### config.mk
export PLATFORM = sky130hd
export DESIGN_NAME = register_pipe_oe
export DESIGN_NICKNAME = d
export VERILOG_FILES = /design/src/rtl/register_pipe_oe_pkg.sv /design/src/rtl/pipe_stage.sv /design/src/rtl/register_pipe_oe.sv
export SDC_FILE = /design/constraint.sdc
export NUM_CORES = 1
export LEC_CHECK = 0
export CAP_MARGIN = 40
export CORE_ASPECT_RATIO = 0.5
export CORE_MARGIN = 4
export CORE_UTILIZATION = 45
export DETAILED_ROUTE_END_ITERATION = 16
export GPL_TIMING_DRIVEN = 0
export MAX_ROUTING_LAYER = met4
export PLACE_DENSITY = 0.75
export SYNTH_ARGS = -nofsm -noshare
export SYNTH_HDL_FRONTEND = slang
export SYNTH_SLANG_ARGS = --single-unit
export TNS_END_PERCENT = 100
### constraint.sdc
create_clock -name clk -period 2.1 [get_ports clk]
set_clock_uncertainty 0.1 [all_clocks]
set_input_delay 0.42 -clock clk [delete_from_list [all_inputs] [get_ports clk]]
set_output_delay 0.42 -clock clk [all_outputs]
set_load 0.05 [all_outputs]
### src/rtl/register_pipe_oe_pkg.sv
// Shared types for the register pipe: occupancy-counter update encoding.
// Latency: n/a (types and a pure combinational helper only).
// Backpressure: n/a.
package register_pipe_oe_pkg;

  // How the occupancy counter moves on the next edge.
  typedef enum logic [1:0] {
    CNT_HOLD = 2'd0,
    CNT_INC  = 2'd1,
    CNT_DEC  = 2'd2,
    CNT_CLR  = 2'd3
  } cnt_op_e;

  // A clear wins over traffic. A simultaneous push and pop leaves the level unchanged.
  function automatic cnt_op_e cnt_op(input logic flush, input logic up, input logic dn);
    if (flush) begin
      return CNT_CLR;
    end
    if (up && !dn) begin
      return CNT_INC;
    end
    if (dn && !up) begin
      return CNT_DEC;
    end
    return CNT_HOLD;
  endfunction

endpackage

### src/rtl/pipe_stage.sv
// One valid/data register pair with load enable and synchronous clear.
// Latency: 1 cycle from a load to the registered output.
// Backpressure: none locally; the parent withholds ld_i to stall the stage.
module pipe_stage #(
  parameter int DATA_WIDTH = 32
) (
  input  logic                  clk,
  input  logic                  rst,
  input  logic                  clr_i,
  input  logic                  ld_i,
  input  logic                  vld_i,
  input  logic [DATA_WIDTH-1:0] dat_i,
  output logic                  vld_o,
  output logic [DATA_WIDTH-1:0] dat_o
);

  logic                  valid_q, valid_d;
  logic [DATA_WIDTH-1:0] data_q,  data_d;

  // Next-state: a clear drops the valid bit but keeps the payload. Data only moves with a valid word.
  always_comb begin
    valid_d = valid_q;
    data_d  = data_q;
    if (clr_i) begin
      valid_d = 1'b0;
    end else if (ld_i) begin
      valid_d = vld_i;
      if (vld_i) begin
        data_d = dat_i;
      end
    end
  end

  // State register with synchronous reset of both valid and payload.
  always_ff @(posedge clk) begin
    if (rst) begin
      valid_q <= 1'b0;
      data_q  <= '0;
    end else begin
      valid_q <= valid_d;
      data_q  <= data_d;
    end
  end

  assign vld_o = valid_q;
  assign dat_o = data_q;

endmodule

### src/rtl/register_pipe_oe.sv
// DEPTH-stage valid/ready register pipeline with collapsing bubbles and a gated output payload.
// Latency: DEPTH cycles from upstream accept to valid_o while ready_i is held high. Full throughput.
// Backpressure: ready_o = ~full | ready_i (combinational); flush and reset force both handshakes low.
module register_pipe_oe
  import register_pipe_oe_pkg::*;
#(
  parameter int DATA_WIDTH = 32,
  parameter int DEPTH      = 2
) (
  input  logic                         clk,
  input  logic                         rst,
  input  logic                         flush_i,
  input  logic                         valid_i,
  output logic                         ready_o,
  input  logic [DATA_WIDTH-1:0]        data_i,
  output logic                         valid_o,
  input  logic                         ready_i,
  input  logic                         OE_i,
  output logic [DATA_WIDTH-1:0]        data_o,
  output logic [$clog2(DEPTH+1)-1:0]   count_o
);

  localparam int CNT_W = $clog2(DEPTH + 1);
  localparam logic [CNT_W-1:0] CNT_MAX = CNT_W'(DEPTH);
  localparam logic [CNT_W-1:0] CNT_ONE = CNT_W'(1);

  logic [DEPTH-1:0]      vld_q;
  logic [DATA_WIDTH-1:0] dat_q [DEPTH];
  logic [DEPTH:0]        rdy;

  logic                  up_xfer;
  logic                  dn_xfer;
  logic [CNT_W-1:0]      count_q, count_d;

  // Readiness ripples back from the output. An empty stage is always ready, so bubbles collapse.
  always_comb begin
    logic r;
    r          = ready_i;
    rdy        = '0;
    rdy[DEPTH] = r;
    for (int k = DEPTH - 1; k >= 0; k--) begin
      r      = ~vld_q[k] | r;
      rdy[k] = r;
    end
  end

  // Stage 0 is fed from the upstream port. Every later stage is fed from its predecessor.
  for (genvar k = 0; k < DEPTH; k++) begin : g_stage
    logic                  up_vld;
    logic [DATA_WIDTH-1:0] up_dat;

    if (k == 0) begin : g_head
      assign up_vld = valid_i;
      assign up_dat = data_i;
    end else begin : g_body
      assign up_vld = vld_q[k-1];
      assign up_dat = dat_q[k-1];
    end

    pipe_stage #(
      .DATA_WIDTH (DATA_WIDTH)
    ) u_stage (
      .clk   (clk),
      .rst   (rst),
      .clr_i (flush_i),
      .ld_i  (rdy[k]),
      .vld_i (up_vld),
      .dat_i (up_dat),
      .vld_o (vld_q[k]),
      .dat_o (dat_q[k])
    );
  end

  // External handshakes are masked during flush/reset so no word is accepted or emitted then.
  always_comb begin
    ready_o = rdy[0] & ~flush_i & ~rst;
    valid_o = vld_q[DEPTH-1] & ~flush_i & ~rst;
    data_o  = '0;
    if (OE_i && valid_o) begin
      data_o = dat_q[DEPTH-1];
    end
  end

  assign up_xfer = valid_i & ready_o;
  assign dn_xfer = valid_o & ready_i;

  // Occupancy follows the port handshakes. It is clamped at both ends so it can never wrap.
  always_comb begin
    count_d = count_q;
    unique case (cnt_op(flush_i, up_xfer, dn_xfer))
      CNT_INC: begin
        if (count_q != CNT_MAX) begin
          count_d = count_q + CNT_ONE;
        end
      end
      CNT_DEC: begin
        if (count_q != '0) begin
          count_d = count_q - CNT_ONE;
        end
      end
      CNT_CLR:  count_d = '0;
      default:  count_d = count_q;
    endcase
  end

  // Occupancy register. Reset takes priority over flush and over any transfer.
  always_ff @(posedge clk) begin
    if (rst) begin
      count_q <= '0;
    end else begin
      count_q <= count_d;
    end
  end

  assign count_o = count_q;

endmodule

==> metrics.sh, run 1 <==
ANTENNA_FOUND_INITIAL=0
CTS.SINK_COUNT=68
CRIT_FANOUT=7
DESIGN.DIE.AREA_MM2=0.007567
WL_PER_CELL_UM=13.51
FINALPOWER_mW=3.303
ROUTED_WIRELENGTH_UM=7011
FINAL.FILL_COUNT=420
SYNTH_SEQ_CELLS=68
FLOORPLAN.ROWS=19
MAPPEDNETLISTAREA_MM2=0.002776
CLKSLEWWORSTSETUPHOLDPATHS_NS=0.05
HPWL_REPORTED_AT_THE_END_OF_DETAILED_PLACEMENT_UM=4806
SYNTH.AVG_CELL_AREA_UM2=8.118
SHARE_OF_POST_ROUTE_CELLS_WITH_DRIVE_STRENGTH_ABOVE_1_PCT=31.49
MULTI_INPUT_COMB_AREA_MM2=0.001323
TIMING.CRITICAL_PATH.ARRIVAL_NS=1.54
AVGVIACOUNTPERCELL=4.867
SLEW_HEADROOM_PCT=64.96
FINALWORSTPATHREQUIREDPERIOD_NS=2.063
VIAS_IN_THE_FIRST_GLOBAL_ROUTE=2510
FINAL_HOLD_VIOL_COUNT=0
DIE_W_UM=119.1
IO_PINS=74
YS_SEQ_AREA_SHARE_PCT=49.03
FINAL_DESIGN_AREA_NO_FILL_MM2=0.004149
REMAINING_DRC_ERRORS=0
SEQUENTIAL_CELL_AREA_MM2=0.001361
GLOBAL_ROUTE.USAGE.TOTAL_PCT=18.88
H_TREE_DEPTH=3
GRT_MAX_DEGREE=13
CRITICAL_PATH_REQUIRED_NS=1.58
REPORT.FINAL.SETUP_VIOL=0
INSERTION_DELAY_NS=0.33
WORST_PIN_SLEW_NS=0.5256
DRTITER0DRC=127
POWER.LEAKAGE_nW=1.617
HIGHEST_CLOCK_FREQUENCY_THE_DESIGN_CAN_MEET_MHz=484.7
HOLD_CLASS='input pin to flop'
FLOORPLAN.CORE_AREA_MM2=0.005729
GP_CONGESTION=0.7824
CTS_TREE='built'
WORST_SETUP_PATH_END_KIND='output port'
MAXSLEWVIOLCOUNT=0
RUN_STATUS='finished clean'
GRT_FIRST_PASS_WIRELENGTH_UM=11230
NUMPORTBUFFERS=72
RSZ_0062_RAISED_AFTER_GLOBAL_ROUTING='false'
CRITPATHLAUNCHTYPE='input pin'
GLOBALROUTE.TOTALOVERFLOW=0
NNETSFINAL=468
ROUTE.VIAS.TOTAL=2526
INSERTEDDIODECOUNT=0
POSTSYNTHNETCOUNT=380
SYNTH_CELLS=342
YOSYSWARNINGS=0
WORST-SETUP-PATH-TYPE='input pin to output port'
FINAL_MIN_PERIOD_OVER_CLOCK_PERIOD_PCT=98.25
ANT_NETS=0
POWER_DENSITY_mW_PER_MM2=796.2
INITIAL_CORE_UTIL_PCT=48.46
MAXCAPVIOLATIONS=0
CTS_BUFFERS=9
IR_WORST_VDD_V=0.0004662
PLACEDINSTANCEAREA_MM2=0.003640
ROOT_BUFFER_CELL='sky130_fd_sc_hd__clkbuf_16'
FIRST_PASS_ITERS=4
CTS.PATH.MAX_BUFFERS=2
DIE_Y_UM=63.54
YS_TYPES=28
AREA_DELTA_SYNTH_FINAL_PCT=49.44
-- repair_timing --
action,CTS,global route
gates resized for setup,235,38
pin swaps,1,2
cloned,0,3
hold buffers,0,0
setup buffers,2,0
endpoints found under the setup margin,34,31
-- power breakdown --
group / internal, mW / total (mW) / switching [mW]
clock: 1.19 / 1.74 / 0.546
combinational: 0.107 / 0.219 / 0.112
sequential: 1.33 / 1.35 / 0.0220
-- cell usage after synthesis --
cell | n | area share [%]
sky130_fd_sc_hd__nor3b_2 | 1 | 0.45
sky130_fd_sc_hd__o31a_1 | 1 | 0.32
sky130_fd_sc_hd__buf_2 | 7 | 1.3
sky130_fd_sc_hd__nor2b_1 | 1 | 0.23
sky130_fd_sc_hd__a211oi_4 | 1 | 0.72
sky130_fd_sc_hd__or3b_1 | 1 | 0.32
sky130_fd_sc_hd__nor2b_4 | 1 | 0.50
sky130_fd_sc_hd__dfxtp_1 | 68 | 49
sky130_fd_sc_hd__and3_1 | 2 | 0.45
sky130_fd_sc_hd__nor4b_1 | 1 | 0.32
sky130_fd_sc_hd__buf_4 | 3 | 0.81
sky130_fd_sc_hd__nor2_4 | 1 | 0.41
sky130_fd_sc_hd__o21a_1 | 1 | 0.27
sky130_fd_sc_hd__nand4_1 | 2 | 0.45
sky130_fd_sc_hd__a31oi_1 | 1 | 0.23
sky130_fd_sc_hd__nand2_2 | 30 | 6.8
sky130_fd_sc_hd__nor3_1 | 2 | 0.36
sky130_fd_sc_hd__nand2_1 | 99 | 13
sky130_fd_sc_hd__and2_1 | 33 | 7.4
sky130_fd_sc_hd__clkbuf_1 | 10 | 1.4
sky130_fd_sc_hd__a211o_1 | 1 | 0.32
sky130_fd_sc_hd__inv_1 | 2 | 0.27
sky130_fd_sc_hd__a21boi_0 | 1 | 0.27
sky130_fd_sc_hd__buf_6 | 4 | 1.6
sky130_fd_sc_hd__nand3b_1 | 1 | 0.27
sky130_fd_sc_hd__o21ai_0 | 1 | 0.18
sky130_fd_sc_hd__a2bb2oi_1 | 1 | 0.32
sky130_fd_sc_hd__a21oi_1 | 65 | 12
-- through the flow --
step,TNS (ns),worst slack [ns],utilization [%],hold slack (ns),cells
floorplan,0,0.02343,-,0.3317,342
global placement,-38.40,-1.178,63.53,0.3405,498
detailed placement,-40.04,-1.213,63.53,0.3469,498
CTS,-1.201,-0.05273,70.54,0.3352,516
global route,0,0.02258,72.42,0.3763,519
finish,0,0.03675,72.42,0.3415,519
-- critical path, stage by stage --
cell and delay, ns:
sky130_fd_sc_hd__clkdlybuf4s50_1 0.54, sky130_fd_sc_hd__nor2b_4 0.09, sky130_fd_sc_hd__a21boi_1 0.19, sky130_fd_sc_hd__buf_2 0.30
-- metal layers --
metal	routed length, um	track usage, %
met3	318	4.826
met1	3073	21.20
met4	80	5.628
met2	3539	33.38
met5	0	-
-- layout make-up --
type	instances	share of cell area, %
Buffer	24	3.920
Sequential cell	68	32.81
Clock inverter	6	2.684
Timing Repair Buffer	77	20.24
Inverter	2	0.1809
Clock buffer	10	5.760
Tap cell	84	2.533
Multi-Input combinational cell	248	31.88
-- sequential cells by signal, summed over array words and instances, names as in the netlist --
signal / count
g_stage.u_stage.vld_o: 2
g_stage.u_stage.dat_o: 64
count_o: 2
-- placed cells by master (no fill, tap or decap), types with 2 or more instances in the layout --
cell type                         instances
sky130_fd_sc_hd__nand2_1                 99
sky130_fd_sc_hd__dfxtp_1                 68
sky130_fd_sc_hd__a21oi_1                 65
sky130_fd_sc_hd__clkdlybuf4s50_1         35
sky130_fd_sc_hd__nand2_2                 30
sky130_fd_sc_hd__buf_6                   27
sky130_fd_sc_hd__and2_2                  20
sky130_fd_sc_hd__buf_8                   13
sky130_fd_sc_hd__buf_2                   10
sky130_fd_sc_hd__and2_4                  10
sky130_fd_sc_hd__clkbuf_16                9
sky130_fd_sc_hd__clkbuf_1                 7
sky130_fd_sc_hd__buf_4                    5
sky130_fd_sc_hd__and2_1                   3
sky130_fd_sc_hd__bufinv_16                3
sky130_fd_sc_hd__inv_1                    2
sky130_fd_sc_hd__nor3_1                   2
sky130_fd_sc_hd__nand4_1                  2
sky130_fd_sc_hd__dlymetal6s2s_1           2
-- final timing paths --
kind / slack, ns / cells after the start / start / end
setup reg to reg: 0.54 / 5 / g_stage[1].u_stage.vld_o / g_stage[0].u_stage.dat_o[19]
hold / removal: 0.34 / 2 / flush_i / g_stage[0].u_stage.vld_o
hold reg to reg: 0.35 / 2 / g_stage[1].u_stage.dat_o[27] / g_stage[1].u_stage.dat_o[27]
setup / recovery: 0.04 / 4 / ready_i / ready_o
-- cells by family (layout without fill, tap and decap cells) --
kind of cell           Yosys count  count (layout)  synth area share, %
AND/OR/NAND/NOR                175             175                31.32
AO/OA/AOI/OAI                   73              73                14.33
flip-flops                      68              68                49.03
buffers and inverters           26             119                5.318
(Power assumes the default switching activity.)
==> inputs of run 2 (changes only) <==
--- a/config.mk
+++ b/config.mk
@@ -7,12 +7,13 @@
 export LEC_CHECK = 0
 export CAP_MARGIN = 40
 export CORE_ASPECT_RATIO = 0.5
-export CORE_MARGIN = 4
 export CORE_UTILIZATION = 45
+export CTS_CLUSTER_DIAMETER = 30
 export DETAILED_ROUTE_END_ITERATION = 16
 export GPL_TIMING_DRIVEN = 0
 export MAX_ROUTING_LAYER = met4
 export PLACE_DENSITY = 0.75
+export REMOVE_ABC_BUFFERS = 1
 export SYNTH_ARGS = -nofsm -noshare
 export SYNTH_HDL_FRONTEND = slang
 export SYNTH_SLANG_ARGS = --single-unit
==> run 2 against run 1 <==
Total power shrank 8.9%. Via count shrank 4.4%. Sequential power is essentially flat. Critical path depth grew 1. Clock power shrank 17%. Global-route usage grew 3.6 points. Maximum frequency shrank 1.3%. Combinational power grew 3%. Largest power group unchanged.
==> metrics.sh, run 2 (same netlist as run 1, synthesis figures left out) <==
RUN_STATUS='finished clean'
CRIT_FANOUT=9  # +2
ANT_NETS=0  # unchanged
WORST_SETUP_PATH_END_KIND='output port'
FINAL_HOLD_VIOL_COUNT=0  # unchanged
VIAS_IN_THE_FIRST_GLOBAL_ROUTE=2387  # -4.9%
REPORT.FINAL.SETUP_VIOL=0  # unchanged
FINAL.FILL_COUNT=504  # +20%
FLOORPLAN.CORE_AREA_MM2=0.005705  # -0.41%
HOLD_CLASS='input pin to flop'
FINAL_MIN_PERIOD_OVER_CLOCK_PERIOD_PCT=99.55  # +1.3 points
SEQUENTIAL_CELL_AREA_MM2=0.001363  # about the same
GLOBALROUTE.TOTALOVERFLOW=0  # unchanged
CTS_TREE='built'
INITIAL_CORE_UTIL_PCT=48.66  # +0.20 points
HIGHEST_CLOCK_FREQUENCY_THE_DESIGN_CAN_MEET_MHz=478.3  # -1.3%
MAXCAPVIOLATIONS=0  # unchanged
TIMING.CRITICAL_PATH.ARRIVAL_NS=1.57  # +0.03 ns
FINISH.UTILIZATION_PCT=67.08  # -5.3 points
CTS.PATH.MAX_BUFFERS=2  # unchanged
LARGEST_REG_FLOPS=64  # unchanged
DESIGN.DIE.AREA_MM2=0.006507  # -14%
FLOORPLAN.ROWS=19  # unchanged
H_TREE_DEPTH=3  # unchanged
GLOBAL_ROUTE.USAGE.TOTAL_PCT=22.52  # +3.6 points
POWER.LEAKAGE_nW=1.477  # -8.6%
NNETSFINAL=451  # -3.6%
FIRST_PASS_ITERS=4  # unchanged
AVGVIACOUNTPERCELL=4.929  # +1.3%
ROOT_BUFFER_CELL='sky130_fd_sc_hd__clkbuf_16'
DRTITER0DRC=81  # -36%
HPWL_REPORTED_AT_THE_END_OF_DETAILED_PLACEMENT_UM=4009  # -17%
WORST_PIN_SLEW_NS=0.8451  # +0.3195 ns
ROUTED_WIRELENGTH_UM=6678  # -4.7%
GP_CONGESTION=0.6933  # -11%
CRITICAL_PATH_REQUIRED_NS=1.58  # about the same
CLKSLEWWORSTSETUPHOLDPATHS_NS=0.05  # about the same
IR_WORST_VDD_V=0.0004127  # -11%
ANTENNA_FOUND_INITIAL=0  # unchanged
AREA_DELTA_SYNTH_FINAL_PCT=37.85
LAYOUT.CELLS.MOST_COMMON='sky130_fd_sc_hd__nand2_1'
GRT_MAX_DEGREE=53  # +40
MAXSLEWVIOLCOUNT=0  # unchanged
SHARE_OF_POST_ROUTE_CELLS_WITH_DRIVE_STRENGTH_ABOVE_1_PCT=23.50  # -8.0 points
DIE_Y_UM=57.54  # -9.4%
WORST-SETUP-PATH-TYPE='input pin to output port'
POWER_DENSITY_mW_PER_MM2=786.7  # -1.2%
WL_PER_CELL_UM=13.63  # +0.89%
NUMPORTBUFFERS=73  # +1.4%
CTS.SINK_COUNT=68  # unchanged
POST_CTS_HOLD_BUFFER_COUNT=0  # unchanged
IO_PINS=74  # unchanged
SLEW_HEADROOM_PCT=43.60  # -21 points
LAYOUT_COMMON_CELLS='sky130_fd_sc_hd__nand2_1 (99), sky130_fd_sc_hd__dfxtp_1 (67), sky130_fd_sc_hd__a21oi_1 (65)'
GRT_FIRST_PASS_WIRELENGTH_UM=10740  # -4.3%
REMAINING_DRC_ERRORS=0  # unchanged
CTS_BUFFERS=9  # unchanged
FINALWORSTPATHREQUIREDPERIOD_NS=2.091  # +0.02739 ns
INSERTEDDIODECOUNT=0  # unchanged
CRITPATHLAUNCHTYPE='input pin'
FINAL_DESIGN_AREA_NO_FILL_MM2=0.003827  # -7.8%
DIE_W_UM=113.1  # -5.0%
FINALPOWER_mW=3.011  # -8.9%
MULTI_INPUT_COMB_AREA_MM2=0.001299  # -1.8%
ROUTE.VIAS.TOTAL=2415  # -4.4%
INSERTION_DELAY_NS=0.32  # about the same
PLACEDINSTANCEAREA_MM2=0.003568  # -2.0%
[run 2: cell types whose count changed in the layout (fill, tap and decap cells not counted), sizes merged]
cell           delta
buf              -11
clkbuf            -9
bufinv            -2
clkinvlp          +2
a211oi            +1
and3              +1
clkdlybuf4s15     +1
clkdlybuf4s50     -1
[run 2: metrics by stage]
stage / setup TNS [ns] / setup slack, ns / hold slack [ns] / std cells
6_report: 0 / 0.009356 / 0.3243 / 490
5_1_grt: -0.01456 / -0.01225 / 0.3172 / 490
4_1_cts: 0 / 0.006021 / 0.3086 / 489
3_5_place_dp: -65.30 / -1.442 / 0.3424 / 470
3_3_place_gp: -162.63 / -3.011 / 0.3361 / 464
2_1_floorplan: -0.1505 / -0.1505 / 0.3257 / 318
[run 2: worst paths after layout]
check                           slack (ns)  cells past startpoint                          from                            to
worst max-delay path                 0.009                      5                       flush_i                       valid_o
worst min-delay path                  0.32                      2                           rst  g_stage[0].u_stage.dat_o[28]
worst max register to register        0.11                      4      g_stage[0].u_stage.vld_o  g_stage[1].u_stage.dat_o[22]
worst min register to register        0.35                      2  g_stage[1].u_stage.dat_o[26]  g_stage[1].u_stage.dat_o[26]
[run 2: timing repair]
action                     4_1_cts  5_1_grt
buffers inserted                 2        1
cloned                           2        0
pin swaps                        3        1
hold endpoints to repair         0        0
setup endpoints to repair       60       38
gates resized for setup        196       12
[run 2: metal layers]
metal / vias to the layer above / routed length (um) / share of wire (%) / track usage [%]
li1: 1248 / - / - / -
met2: 47 / 3310 / 50 / 39.96
met5: - / 0 / 0 / -
met1: 1111 / 3049 / 46 / 24.63
met3: 9 / 254 / 3.8 / 6.270
met4: 0 / 63 / 0.94 / 7.895
[run 2: final cells by class]
type / instances / area share [%]
tap: 73 / 2.386
sequential: 68 / 35.60
inverter: 2 / 0.1961
timing repair buffer: 82 / 20.27
multi-input combinational: 250 / 33.93
clock inverter: 6 / 1.733
clock buffer: 9 / 5.884
[run 2: critical path, stage by stage]
cell	delay [ns]
sky130_fd_sc_hd__buf_2	0.20
sky130_fd_sc_hd__nor2_4	0.16
sky130_fd_sc_hd__buf_4	0.15
sky130_fd_sc_hd__and2_1	0.14
sky130_fd_sc_hd__clkdlybuf4s15_1	0.50
[run 2: report_power, final]
group	switching, mW	leakage [nW]	total (mW)	internal (mW)
Sequential	0.0206	0.553	1.35	1.33
Clock	0.530	0.134	1.44	0.910
Combinational	0.116	0.791	0.225	0.109
==> variant: new RTL, flow settings as in run 1 <==
Reset style: asynchronous (`rst`), changed in 2 clocked blocks. Comments in the files are not updated.
--- a/src/rtl/pipe_stage.sv
+++ b/src/rtl/pipe_stage.sv
@@ -34,3 +34,3 @@
   // State register with synchronous reset of both valid and payload.
-  always_ff @(posedge clk) begin
+  always_ff @(posedge clk or posedge rst) begin
     if (rst) begin
--- a/src/rtl/register_pipe_oe.sv
+++ b/src/rtl/register_pipe_oe.sv
@@ -106,3 +106,3 @@
   // Occupancy register. Reset takes priority over flush and over any transfer.
-  always_ff @(posedge clk) begin
+  always_ff @(posedge clk or posedge rst) begin
     if (rst) begin
Behaviour: differs if rst is asserted again (counterexample within 4 cycles, from zero or initial values and one cycle with rst high); with rst held inactive, the same outputs for 4 cycles.
==> variant against run 1 <==
Count of clock-buffer cells in the layout unchanged; global-route usage decreased by 0.39 points; critical endpoint is now data_o[26]; routed wire length decreased by 7.0%; largest cell class unchanged; synthesized area increased by 3.8%; cell area increased by 7.5%; the flow now finishes with violations (setup timing); via count decreased by 23%; maximum frequency decreased by 5.1%; sequential cell count unchanged; worst setup slack got worse by 110 ps.
Power is not compared: it rests on default switching activity, and its combinational part moved more than twofold at a synthesized area within 25%.
==> variant: results (changes against run 1) <==
[cts]
clkLatencyLatePin_ps=320
cts_buffer_depth=2  ; unchanged
cts_made_buffers=9  ; unchanged
ctsHoldBuffers=0  ; unchanged
ctsHtreeMaxLevel=3  ; unchanged
root_buffer=clkbuf_16  ; unchanged

[final_layout]
diodes=0  ; unchanged
num-nets-final=331  ; was 468
drive_gt1_share_pct=58.39  ; was 31.49%
finalNonFillerCells=386  ; was 519

[synth]
syn_avg_cell_area_um2=14.26  ; was 8.118 µm²
synth.top_cells.by_area=dfrtp_1, mux2_2, and3_1, buf_6, buf_4  ; was dfxtp_1, nand2_1, a21oi_1, and2_1, nand2_2
yosys-top-cells-count=dfrtp_1, mux2_2, and3_1, buf_6  ; was nand2_1, dfxtp_1, a21oi_1, and2_1, nand2_2
synth.distinct_cells=27  ; was 28
synth_nets=240  ; was 380
async_flop_share_pct=100.0  ; was 0%
synth_warnings=0  ; unchanged
ys_seq_area_share_pct=59.05  ; was 49.03%

[place]
place_area_um2=3811  ; was 3640 µm²
io_buffers=72  ; unchanged
pre_cts_ws_ps=-1066  ; was -1213 ps
gp_congestion=0.7764  ; was 0.7824
dp_hpwl_um=4130  ; was 4806 µm
dp_cells=363  ; was 498

[global_route]
track_usage_pct=18.48  ; was 18.88%
grt_pass1_wl_um=10850  ; was 11230 µm
grt_pass1_vias=2188  ; was 2510
grt_start_max_net_pins=42  ; was 13
grt_antenna_before_repair=0  ; unchanged

[detailed_routing]
vias_per_cell=5.054  ; was 4.867
drt-pass1-iter-count=4  ; unchanged
wl_per_cell_um=16.89  ; was 13.51 µm
drt_iter0_markers=61  ; was 127

[critical_path]
slowest_stage=or3b_4  ; was clkdlybuf4s50_1
path_max_fanout=9  ; was 7
max_stage_delay_ps=420  ; was 540 ps
reg2reg_setup_slack_ps=210  ; was 540 ps
arrival_ps=1650  ; was 1540 ps
critPathTopFamily=simple AND/OR/NAND/NOR gates  ; was buffers and inverters

[timing]
slew_headroom_pct=46.58  ; was 64.96%
whs_ps=82.29  ; was 341.5 ps
setup_ws_ps=-73.06  ; was 36.75 ps
fin_setup_tns_ps=-1492  ; was 0 ps
setup_viol=29  ; was 0

[power_and_ir_drop]
power_switching_uw=924.2
power.leakage_nw=1.927
peakVddDrop_mv=0.4788
clkPwrFrac_pct=38.8
swShare_pct=24.14

[run_status]
status=finished with violations  ; was finished clean
violations=setup timing

[min_path]
hold_path_class=input port to asynchronous set/reset pin  ; was input port to register

[variant: final timing paths]
| path | startpoint | to | depth (start not counted) |
|---|---|---|---|
| max | g_stage[1].u_stage.vld_o | data_o[26] | 5 |
| min | rst | g_stage[1].u_stage.dat_o[26] | 3 |
| max reg2reg | g_stage[1].u_stage.vld_o | g_stage[1].u_stage.dat_o[23] | 5 |
| min reg2reg | g_stage[0].u_stage.dat_o[23] | g_stage[0].u_stage.dat_o[23] | 1 |
| max in group asynchronous | rst | g_stage[0].u_stage.dat_o[12] | 4 |
| min in group clk | flush_i | g_stage[0].u_stage.vld_o | 2 |
[variant: kinds of logic (layout without fill, tap and decap cells)]
group           count (synthesis)  count (layout)  synth area share [%]
compound gates                  9               9                 2.171
buf+inv                        16             112                 3.647
flops                          68              68                 59.05
mux                            64              64                 25.01
simple gates                   45              45                 10.12
[variant: area by class of cell]
cell class	instances	area, µm²
Buffer	13	130.1
Clock buffer	10	239.0
Clock inverter	6	63.81
Fill cell	381	1669
Inverter	3	27.53
Multi-Input combinational cell	118	1226
Sequential cell	68	1702
Tap cell	88	110.1
Timing Repair Buffer	79	958.4
Timing Repair inverter	1	5.005
[variant: what timing repair did]
| item | CTS | global route |
|---|---|---|
| gates resized for setup | 299 | 15 |
| setup endpoints to repair | 37 | 35 |
| setup buffers | 3 | 0 |
| pin swaps | 17 | 1 |
| endpoints found under the hold margin | 0 | 0 |
| gates cloned | 3 | 1 |
[variant: worst register-to-register path: stages, from the launching register on]
cell	delay [ps]
dfrtp_1	370
buf_4	130
nor2b_4	130
nor3b_2	390
buf_4	280
mux2_2	360
[variant: layer usage]
layer	up-vias	part of all wire (%)	global-route usage, %
met3	6	3.2	4.185
li1	910	-	-
met5	-	0	-
met2	37	52	31.10
met1	998	44	22.61
met4	0	0.83	5.726
